<file path="src/rtl/div4_req_stage.sv">
// Request FIFO and registered result slot around a combinational 4-bit divider.
// Zero divisors bypass the divider and are flagged on the result.
module div4_req_stage #(
    parameter int DEPTH = 2,
    parameter int PTR_W = $clog2(DEPTH)
) (
    input  logic             clk,
    input  logic             rst_n,
    input  logic             clr,
    input  logic             req_valid,
    output logic             req_ready,
    input  logic [3:0]       req_x,
    input  logic [3:0]       req_d,
    output logic [3:0]       div_x,
    output logic [3:0]       div_d,
    input  logic [3:0]       div_q,
    input  logic [3:0]       div_r,
    output logic             res_valid,
    input  logic             res_ready,
    output logic [3:0]       res_q,
    output logic [3:0]       res_r,
    output logic             res_dz,
    output logic [PTR_W:0]   occupancy
);

    localparam logic [PTR_W:0] FULL = (PTR_W + 1)'(DEPTH);

    logic [3:0]       mem_x [DEPTH];
    logic [3:0]       mem_d [DEPTH];
    logic [PTR_W-1:0] wptr;
    logic [PTR_W-1:0] rptr;
    logic             not_empty;
    logic             cap;
    logic             push;
    logic             pop;
    logic [3:0]       head_x;
    logic [3:0]       head_d;

    assign not_empty = (occupancy != '0);
    assign req_ready = (occupancy != FULL);
    assign cap       = not_empty & (~res_valid | res_ready);
    assign push      = req_valid & req_ready & ~clr;
    assign pop       = cap & ~clr;

    assign head_x = mem_x[rptr];
    assign head_d = mem_d[rptr];
    assign div_x  = not_empty ? head_x : '0;
    assign div_d  = not_empty ? head_d : '0;

    always_ff @(posedge clk or negedge rst_n) begin
        if (!rst_n) begin
            for (int i = 0; i < DEPTH; i++) begin
                mem_x[i] <= '0;
                mem_d[i] <= '0;
            end
            wptr      <= '0;
            rptr      <= '0;
            occupancy <= '0;
        end else if (clr) begin
            wptr      <= '0;
            rptr      <= '0;
            occupancy <= '0;
        end else begin
            if (push) begin
                mem_x[wptr] <= req_x;
                mem_d[wptr] <= req_d;
                wptr        <= wptr + PTR_W'(1);
            end
            if (pop) begin
                rptr <= rptr + PTR_W'(1);
            end
            unique case ({push, pop})
                2'b10:   occupancy <= occupancy + 1'b1;
                2'b01:   occupancy <= occupancy - 1'b1;
                default: occupancy <= occupancy;
            endcase
        end
    end

    // q/r keep their last value through drain and flush; only valid/dz clear
    always_ff @(posedge clk or negedge rst_n) begin
        if (!rst_n) begin
            res_valid <= 1'b0;
            res_q     <= '0;
            res_r     <= '0;
            res_dz    <= 1'b0;
        end else if (clr) begin
            res_valid <= 1'b0;
            res_dz    <= 1'b0;
        end else if (cap) begin
            res_valid <= 1'b1;
            if (head_d == 4'd0) begin
                res_q  <= 4'hF;
                res_r  <= head_x;
                res_dz <= 1'b1;
            end else begin
                res_q  <= div_q;
                res_r  <= div_r;
                res_dz <= 1'b0;
            end
        end else if (res_valid & res_ready) begin
            res_valid <= 1'b0;
        end
    end

endmodule

</file>
<file path="config.mk">
export PLATFORM = sky130hd
export DESIGN_NAME = div4_req_stage
export DESIGN_NICKNAME = d
export VERILOG_FILES = /design/src/rtl/div4_req_stage.sv
export SDC_FILE = /design/constraint.sdc
export NUM_CORES = 1
export LEC_CHECK = 0
export BUFFER_PORTS_ARGS = -buffer_cell sky130_fd_sc_hd__buf_2
export CORE_MARGIN = 4
export CORE_UTILIZATION = 25
export DETAILED_ROUTE_END_ITERATION = 7
export PLACE_DENSITY = 0.51
export SLEW_MARGIN = 5
export SYNTH_ARGS = -nofsm -noshare
export SYNTH_HDL_FRONTEND = slang
export SYNTH_SLANG_ARGS = --single-unit
</file>
<file path="constraint.sdc">
create_clock -name clk -period 2.65 [get_ports clk]
set_clock_uncertainty 0.05 [all_clocks]
set_input_delay 0.265 -clock clk [delete_from_list [all_inputs] [get_ports clk]]
set_output_delay 0.265 -clock clk [all_outputs]
set_load 0.05 [all_outputs]
</file>
==> impl_metrics.env, run 1 <==
export IMPL_wl_um=3240
export IMPL_coreArea_mm2=0.00554
export IMPL_synth_edff_count=0
export IMPL_synth_most_common_cell="dfrtp_1"
export IMPL_placed_area_mm2=0.00170
export IMPL_place_gp_congestion=0.720
export IMPL_cts_root_buffer_cell="clkbuf_8"
export IMPL_grt_pass1_vias=1091
export IMPL_ys_flop_type="dfrtp_1"
export IMPL_tritoncts="built"
export IMPL_relSlewSlack_pct=49.2
export IMPL_port_buffers=41
export IMPL_yosysTopAreaCell="dfrtp_1"
export IMPL_stdcell_area_mm2=0.00180
export IMPL_startpoint_type="flip-flop"
export IMPL_start_util_pct=26.1
export IMPL_route_detailed_drc=0
export IMPL_synth_top_cell_area_share_pct=51.9
export IMPL_grt_first_pass_wirelength_um=5610
export IMPL_drive_above_1_share_pct=43.0
export IMPL_hold_class="input pin to flip-flop"
export IMPL_postSynthCellCount=126
export IMPL_rr_startpoint="rptr$_DFFE_PN0P_"
export IMPL_tightest_slew_ns=0.758
export IMPL_yosys_top_cells_count="dfrtp_1 (30), nor2_1 (22), mux2_2 (16), mux2i_1 (8), nand2_1 (6)"
export IMPL_finalHoldViolCount=0
export IMPL_synthToLayoutAreaGrowth_pct=24.7
export IMPL_yosysSeqAreaShare_pct=51.9
export IMPL_h_tree_depth=2
export IMPL_setup_viol=0
export IMPL_power_density_mw_per_mm2=844
export IMPL_reg2reg_slack_ns=0.72
export IMPL_numCtsBuffers=5
export IMPL_maxSlewViolCount=0
export IMPL_worstPathRequired_ns=2.77
export IMPL_rsz0062_at_grt="false"
export IMPL_status="completed"
export IMPL_post_cts_resized=0
export IMPL_cap_violations=0
export IMPL_worstReg2RegEnd="res_r[1]$_DFFE_PN0P_"
export IMPL_die_area_mm2=0.00706
export IMPL_antenna_found_initial=0
export IMPL_syn_area_mm2=0.00145
export IMPL_ir_worst_vdd_v=0.000411
export IMPL_min_period_ns=1.93
export IMPL_cts_path_max_buffers=2
export IMPL_synth_cell_types=28
export IMPL_post_cts_setup_buffers=0
export IMPL_synth_area_per_cell_um2=11.5
export IMPL_antenna_cells=0
export IMPL_reg2reg_depth=4
export IMPL_clock_sinks=30
export IMPL_fp_dieW_um=84.0
export IMPL_critPathKind="flip-flop to flip-flop"
export IMPL_ys_warnings_count=0
export IMPL_detailed_place_hpwl_um=2390
export IMPL_final_setup_tns_ns=0
export IMPL_ios=42
export IMPL_clock_fmax_mhz=519
export IMPL_drt_pass1_iterations=4
export IMPL_path_cells="or4_4 > o22ai_4 > nor3_1 > a221o_2"
export IMPL_synth_ff_latch_count=30
export IMPL_hold_end="mem_x[4]$_DFFE_PN0P_"
export IMPL_vias=1083
export IMPL_crit_path_end_kind="flip-flop"
export IMPL_synth_area_leaders="dfrtp_1 (52%), mux2_2 (12%), nor2_1 (5.7%), mux2i_1 (5.5%), a221o_2 (2.3%)"
export IMPL_syn_nets=147
export IMPL_hold_depth=2
export IMPL_clkLatencyLatePin_ns=0.28
export IMPL_path_max_fanout=13
export IMPL_routedWlPerCell_um=13.3
export IMPL_ant_nets=0
export IMPL_hold_start="req_x[0]"
export IMPL_clkTransAtPathRegs_ns=0.06
export IMPL_grt_ovfl_total=0
export IMPL_hold_ws_ns=0.178
export IMPL_layout_nets=192
export IMPL_die_h_um=84.0
export IMPL_rows=27
export IMPL_leakagePower_nw=0.838
export IMPL_grtUsageTotal_pct=10.2
export IMPL_max_stage_delay_ns=0.58
export IMPL_critPathArrivalTime_ns=2.05
export IMPL_slowest_stage="or4_4"
export IMPL_grt_start_max_net_pins=31
export IMPL_async_reset_ff_share_pct=100
export IMPL_fin_crit_sh_pct=72.7
export IMPL_drt_iter0_drc=66
export IMPL_avgViaCountPerCell=4.44
how the worst max path moves through the flow:
stage	slack [ns]	startpoint	end	depth (start not counted)
after CTS	0.72	rptr$_DFFE_PN0P_	res_r[0]$_DFFE_PN0P_	4
after global routing	0.62	rptr$_DFFE_PN0P_	res_r[0]$_DFFE_PN0P_	4
after global placement	0.75	rptr$_DFFE_PN0P_	res_r[0]$_DFFE_PN0P_	4
final	0.72	rptr$_DFFE_PN0P_	res_r[1]$_DFFE_PN0P_	4
after detailed placement	0.73	rptr$_DFFE_PN0P_	res_r[1]$_DFFE_PN0P_	4
after floorplan	0.33	occupancy[0]$_DFFE_PN0P_	mem_d[4]$_DFFE_PN0P_	4
cell usage in the layout, fill, tap and decap left out, types with 2 or more instances in the layout:
cell type	netlist	final
a21oi_1	2	2
a221o_2	3	3
buf_2	0	41
buf_4	0	2
clkbuf_8	1	6
dfrtp_1	30	30
inv_1	4	4
mux2_2	16	16
mux2i_1	8	8
nand2_1	6	6
nand2b_1	3	3
nor2_1	22	22
nor3_1	5	5
nor3_2	2	2
nor3b_1	2	2
o21ai_0	5	5
repair_timing:
| item | in CTS | in global routing |
|---|---|---|
| hold buffers | 1 | 0 |
| endpoints found under the setup margin | 0 | 0 |
| hold endpoints to repair | 30 | 0 |
power breakdown:
part | leakage (nW) | total, mW | internal [mW] | switching (mW)
combinational | 0.422 | 0.503 | 0.173 | 0.331
sequential | 0.368 | 0.639 | 0.566 | 0.0732
clock | 0.0482 | 0.378 | 0.209 | 0.169
total | 0.838 | 1.52 | 0.947 | 0.573
critical path: cells and delay by family, from the launching register on:
kind	cells	cell delay (ns)
flip-flops	1	0.46
AND/OR/NAND/NOR	2	0.67
AO/OA/AOI/OAI	2	0.64
logic make-up after synthesis:
kind of cell    count (synthesis)  share of synthesized area (%)
flops                          30                           51.9
simple gates                   47                           16.5
buf+inv                        10                           4.85
mux                            24                           18.0
compound gates                 13                           7.45
xor+xnor                        2                           1.21
sequential cells by signal, summed over array words and instances, names as in the netlist:
signal / flops
res_dz: 1
mem_x: 8
wptr: 1
res_r: 4
res_q: 4
res_valid: 1
occupancy: 2
rptr: 1
mem_d: 8
routing by layer:
| metal | vias to the layer above | part of all wire (%) | track usage [%] | wire length (µm) |
|---|---|---|---|---|
| met2 | 37 | 42 | 14.1 | 1370 |
| li1 | 531 | - | - | - |
| met4 | 0 | 1.4 | 3.51 | 46 |
| met3 | 5 | 7.0 | 4.74 | 227 |
| met1 | 510 | 49 | 13.8 | 1590 |
| met5 | - | 0 | 0 | 0 |
metrics by stage:
| stage | total power, mW | setup WS (ns) | utilization [%] | std cells |
|---|---|---|---|---|
| 2_1_floorplan | 1.03 | 0.327 | - | 126 |
| 4_1_cts | 1.54 | 0.716 | 32.5 | 244 |
| 3_3_place_gp | 1.15 | 0.753 | 30.7 | 235 |
| 6_report | 1.52 | 0.722 | 32.5 | 244 |
| 5_1_grt | 1.62 | 0.620 | 32.5 | 244 |
| 3_5_place_dp | 1.16 | 0.728 | 30.7 | 235 |
cell type report:
cell class	instances	area, µm²
clock buffers	7	86.3
flip-flops and latches	30	751
repair buffers	44	230
inverters	4	15.0
well taps	72	90.1
fillers	580	3740
clock inverters	1	5.00
multi-input cells	86	624
No activity file was read; power rests on OpenSTA's default activity.
==> run 2, diff against run 1 <==
--- a/config.mk
+++ b/config.mk
@@ -5,6 +5,7 @@
 export SDC_FILE = /design/constraint.sdc
 export NUM_CORES = 1
 export LEC_CHECK = 0
+export ABC_AREA = 1
 export BUFFER_PORTS_ARGS = -buffer_cell sky130_fd_sc_hd__buf_2
 export CORE_MARGIN = 4
 export CORE_UTILIZATION = 25
==> constraint.sdc (replaced) <==
create_clock -name clk -period 1.8 [get_ports clk]
set_clock_uncertainty 0.05 [all_clocks]
set_input_delay 0.18 -clock clk [delete_from_list [all_inputs] [get_ports clk]]
set_output_delay 0.18 -clock clk [all_outputs]
set_load 0.05 [all_outputs]
==> impl_metrics.env, run 2 <==
export IMPL_status="completed"
export IMPL_startpoint_type="flip-flop"
export IMPL_start_util_pct=26.0
export IMPL_synth_cell_types=20
export IMPL_seq_power_share_pct=29.8
export IMPL_h_tree_depth=2
export IMPL_layout_common_cells="nand2_1 (52), buf_2 (38), dfrtp_1 (29)"
export IMPL_path_max_fanout=7
export IMPL_hold_ws_ns=0.104
export IMPL_clockPowerShare_pct=17.1
export IMPL_crit_path_end_kind="primary output"
export IMPL_yosys_top_cells_count="nand2_1 (52), dfrtp_1 (30), inv_1 (16), nand3_1 (11)"
export IMPL_postSynthCellCount=180
export IMPL_crit_path_end="div_d[0]"
export IMPL_reg_top3="mem_d (8), mem_x (8)"
export IMPL_grt_start_max_net_pins=31
export IMPL_p_int_mw=1.96
export IMPL_switchingPower_mw=1.94
export IMPL_final_core_util_pct=32.8
export IMPL_power_density_mw_per_mm2=1990
export IMPL_placed_area_mm2=0.00181
export IMPL_final_setup_tns_ns=0
export IMPL_reg2reg_slack_ns=0.27
export IMPL_route_detailed_drc=0
export IMPL_grt_first_pass_wirelength_um=6200
export IMPL_drive_above_1_share_pct=38.3
export IMPL_synthToLayoutAreaGrowth_pct=26.5
export IMPL_vias=1292
export IMPL_synth_most_common_cell="nand2_1"
export IMPL_numCtsBuffers=5
export IMPL_async_reset_ff_share_pct=100
export IMPL_ant_nets=0
export IMPL_cts_path_max_buffers=2
export IMPL_stdcell_area_mm2=0.00196
export IMPL_clkLatencyLatePin_ns=0.28
export IMPL_routedWlPerCell_um=12.0
export IMPL_rows=28
export IMPL_tritoncts="built"
export IMPL_port_buffers=41
export IMPL_cts_root_buffer_cell="clkbuf_8"
export IMPL_yosysTopAreaCell="dfrtp_1"
export IMPL_ios=42
export IMPL_clock_fmax_mhz=570
export IMPL_grt_ovfl_total=0
export IMPL_ys_flop_type="dfrtp_1"
export IMPL_avgViaCountPerCell=4.24
export IMPL_final_common_cell="nand2_1"
export IMPL_finalHoldViolCount=0
export IMPL_worstPathRequired_ns=1.57
export IMPL_clock_sinks=30
export IMPL_synth_ff_latch_count=30
export IMPL_tightest_slew_ns=0.684
export IMPL_clkTransAtPathRegs_ns=0.07
export IMPL_swShare_pct=49.7
export IMPL_grt_pass1_vias=1337
export IMPL_min_period_ns=1.76
export IMPL_yosysSeqAreaShare_pct=48.5
export IMPL_power_frac_comb_pct=53.1
export IMPL_layout_nets=250
export IMPL_setup_viol=0
export IMPL_detailed_place_hpwl_um=2780
export IMPL_antenna_cells=0
export IMPL_cap_violations=0
export IMPL_place_gp_congestion=0.727
export IMPL_drt_iter0_drc=46
export IMPL_relSlewSlack_pct=54.4
export IMPL_fin_crit_sh_pct=97.5
export IMPL_synth_area_per_cell_um2=8.59
export IMPL_critPathKind="flip-flop to primary output"
export IMPL_die_h_um=86.7
export IMPL_ir_worst_vdd_v=0.000608
export IMPL_synth_area_leaders="dfrtp_1 (49%), nand2_1 (13%), o21ai_2 (5.7%), inv_1 (3.9%), nand2_4 (3.6%)"
export IMPL_grtUsageTotal_pct=10.5
export IMPL_ys_warnings_count=0
export IMPL_startpoint="rptr$_DFFE_PN0P_"
export IMPL_rr_startpoint="rptr$_DFFE_PN0P_"
export IMPL_die_area_mm2=0.00751
export IMPL_antenna_found_initial=0
export IMPL_synth_edff_count=0
export IMPL_syn_nets=201
export IMPL_wl_um=3650
export IMPL_maxSlewViolCount=0
export IMPL_leakagePower_nw=1.06
export IMPL_critPathArrivalTime_ns=1.53
export IMPL_nFillCells=661
export IMPL_reg2reg_depth=9
export IMPL_syn_area_mm2=0.00155
export IMPL_drt_pass1_iterations=4
export IMPL_hold_class="input pin to flip-flop"
export IMPL_coreArea_mm2=0.00596
export IMPL_worstReg2RegEnd="res_r[0]$_DFFE_PN0P_"
export IMPL_synth_top_cell_area_share_pct=48.5
export IMPL_fp_dieW_um=86.7
==> run 2: stage by stage <==
step	instances	power [mW]	setup WS, ns
after floorplan	180	2.76	-0.127
after global placement	293	3.20	0.305
after detailed placement	293	3.22	0.247
after CTS	302	3.90	0.0291
after global routing	305	4.20	-0.0100
final	305	3.90	0.0447
==> run 2: worst min-delay path by stage <==
stage | end | slack (ns) | start | cells past startpoint
CTS | mem_x[4]$_DFFE_PN0P_ | 0.10 | req_x[0] | 3
global route | mem_d[5]$_DFFE_PN0P_ | 0.11 | req_d[1] | 3
floorplan | mem_d[0]$_DFFE_PN0P_ | -0.17 | rst_n | 0
global placement | occupancy[0]$_DFFE_PN0P_ | 0.21 | rst_n | 1
finish | mem_x[4]$_DFFE_PN0P_ | 0.10 | req_x[0] | 3
detailed placement | occupancy[0]$_DFFE_PN0P_ | 0.22 | rst_n | 1
==> run 2: logic make-up after synthesis <==
| logic type | share of synthesized area (%) |
|---|---|
| and+or+nand+nor | 29.1 |
| buffers and inverters | 8.01 |
| AOI/OAI and AO/OA | 14.3 |
| DFF | 48.5 |
==> run 2: metal layers <==
layer	routed length (µm)	up-vias	part of all wire (%)	track usage, %
met1	1700	585	46	13.1
met2	1620	33	44	16.7
li1	-	671	-	-
met3	309	3	8.5	4.75
met4	21	0	0.58	2.12
met5	0	-	0	0
==> run 2: power by group through the flow <==
| stage | clock network [mW] | registers [mW] | logic (mW) |
|---|---|---|---|
| after floorplan | 0 | 1.53 | 1.24 |
| after global placement | 0 | 1.19 | 2.02 |
| after detailed placement | 0 | 1.18 | 2.04 |
| after CTS | 0.683 | 1.17 | 2.04 |
| after global routing | 0.718 | 1.20 | 2.27 |
| final | 0.667 | 1.16 | 2.07 |
==> run 2: layout make-up <==
cell class	count	area [µm²]	share of cell area [%]
inverters	21	78.8	4.03
well taps	75	93.8	4.80
repair buffers	46	250	12.8
multi-input cells	125	672	34.4
clock inverters	3	40.0	2.05
clock buffers	5	68.8	3.52
flip-flops and latches	30	752	38.5
==> run 2: worst max-delay path, cell delays in order (launching register included) <==
cell	delay, ns
dfrtp_2	0.42
clkbuf_2	0.18
buf_4	0.12
nand2_2	0.04
a21oi_1	0.19
buf_2	0.30
==> run 2: timing repair <==
| action | CTS | global route |
|---|---|---|
| hold endpoints to repair | 30 | 0 |
| gates cloned | 0 | 0 |
| hold buffers | 1 | 0 |
| setup buffers | 0 | 3 |
| endpoints found under the setup margin | 1 | 3 |
| resized for setup | 1 | 5 |
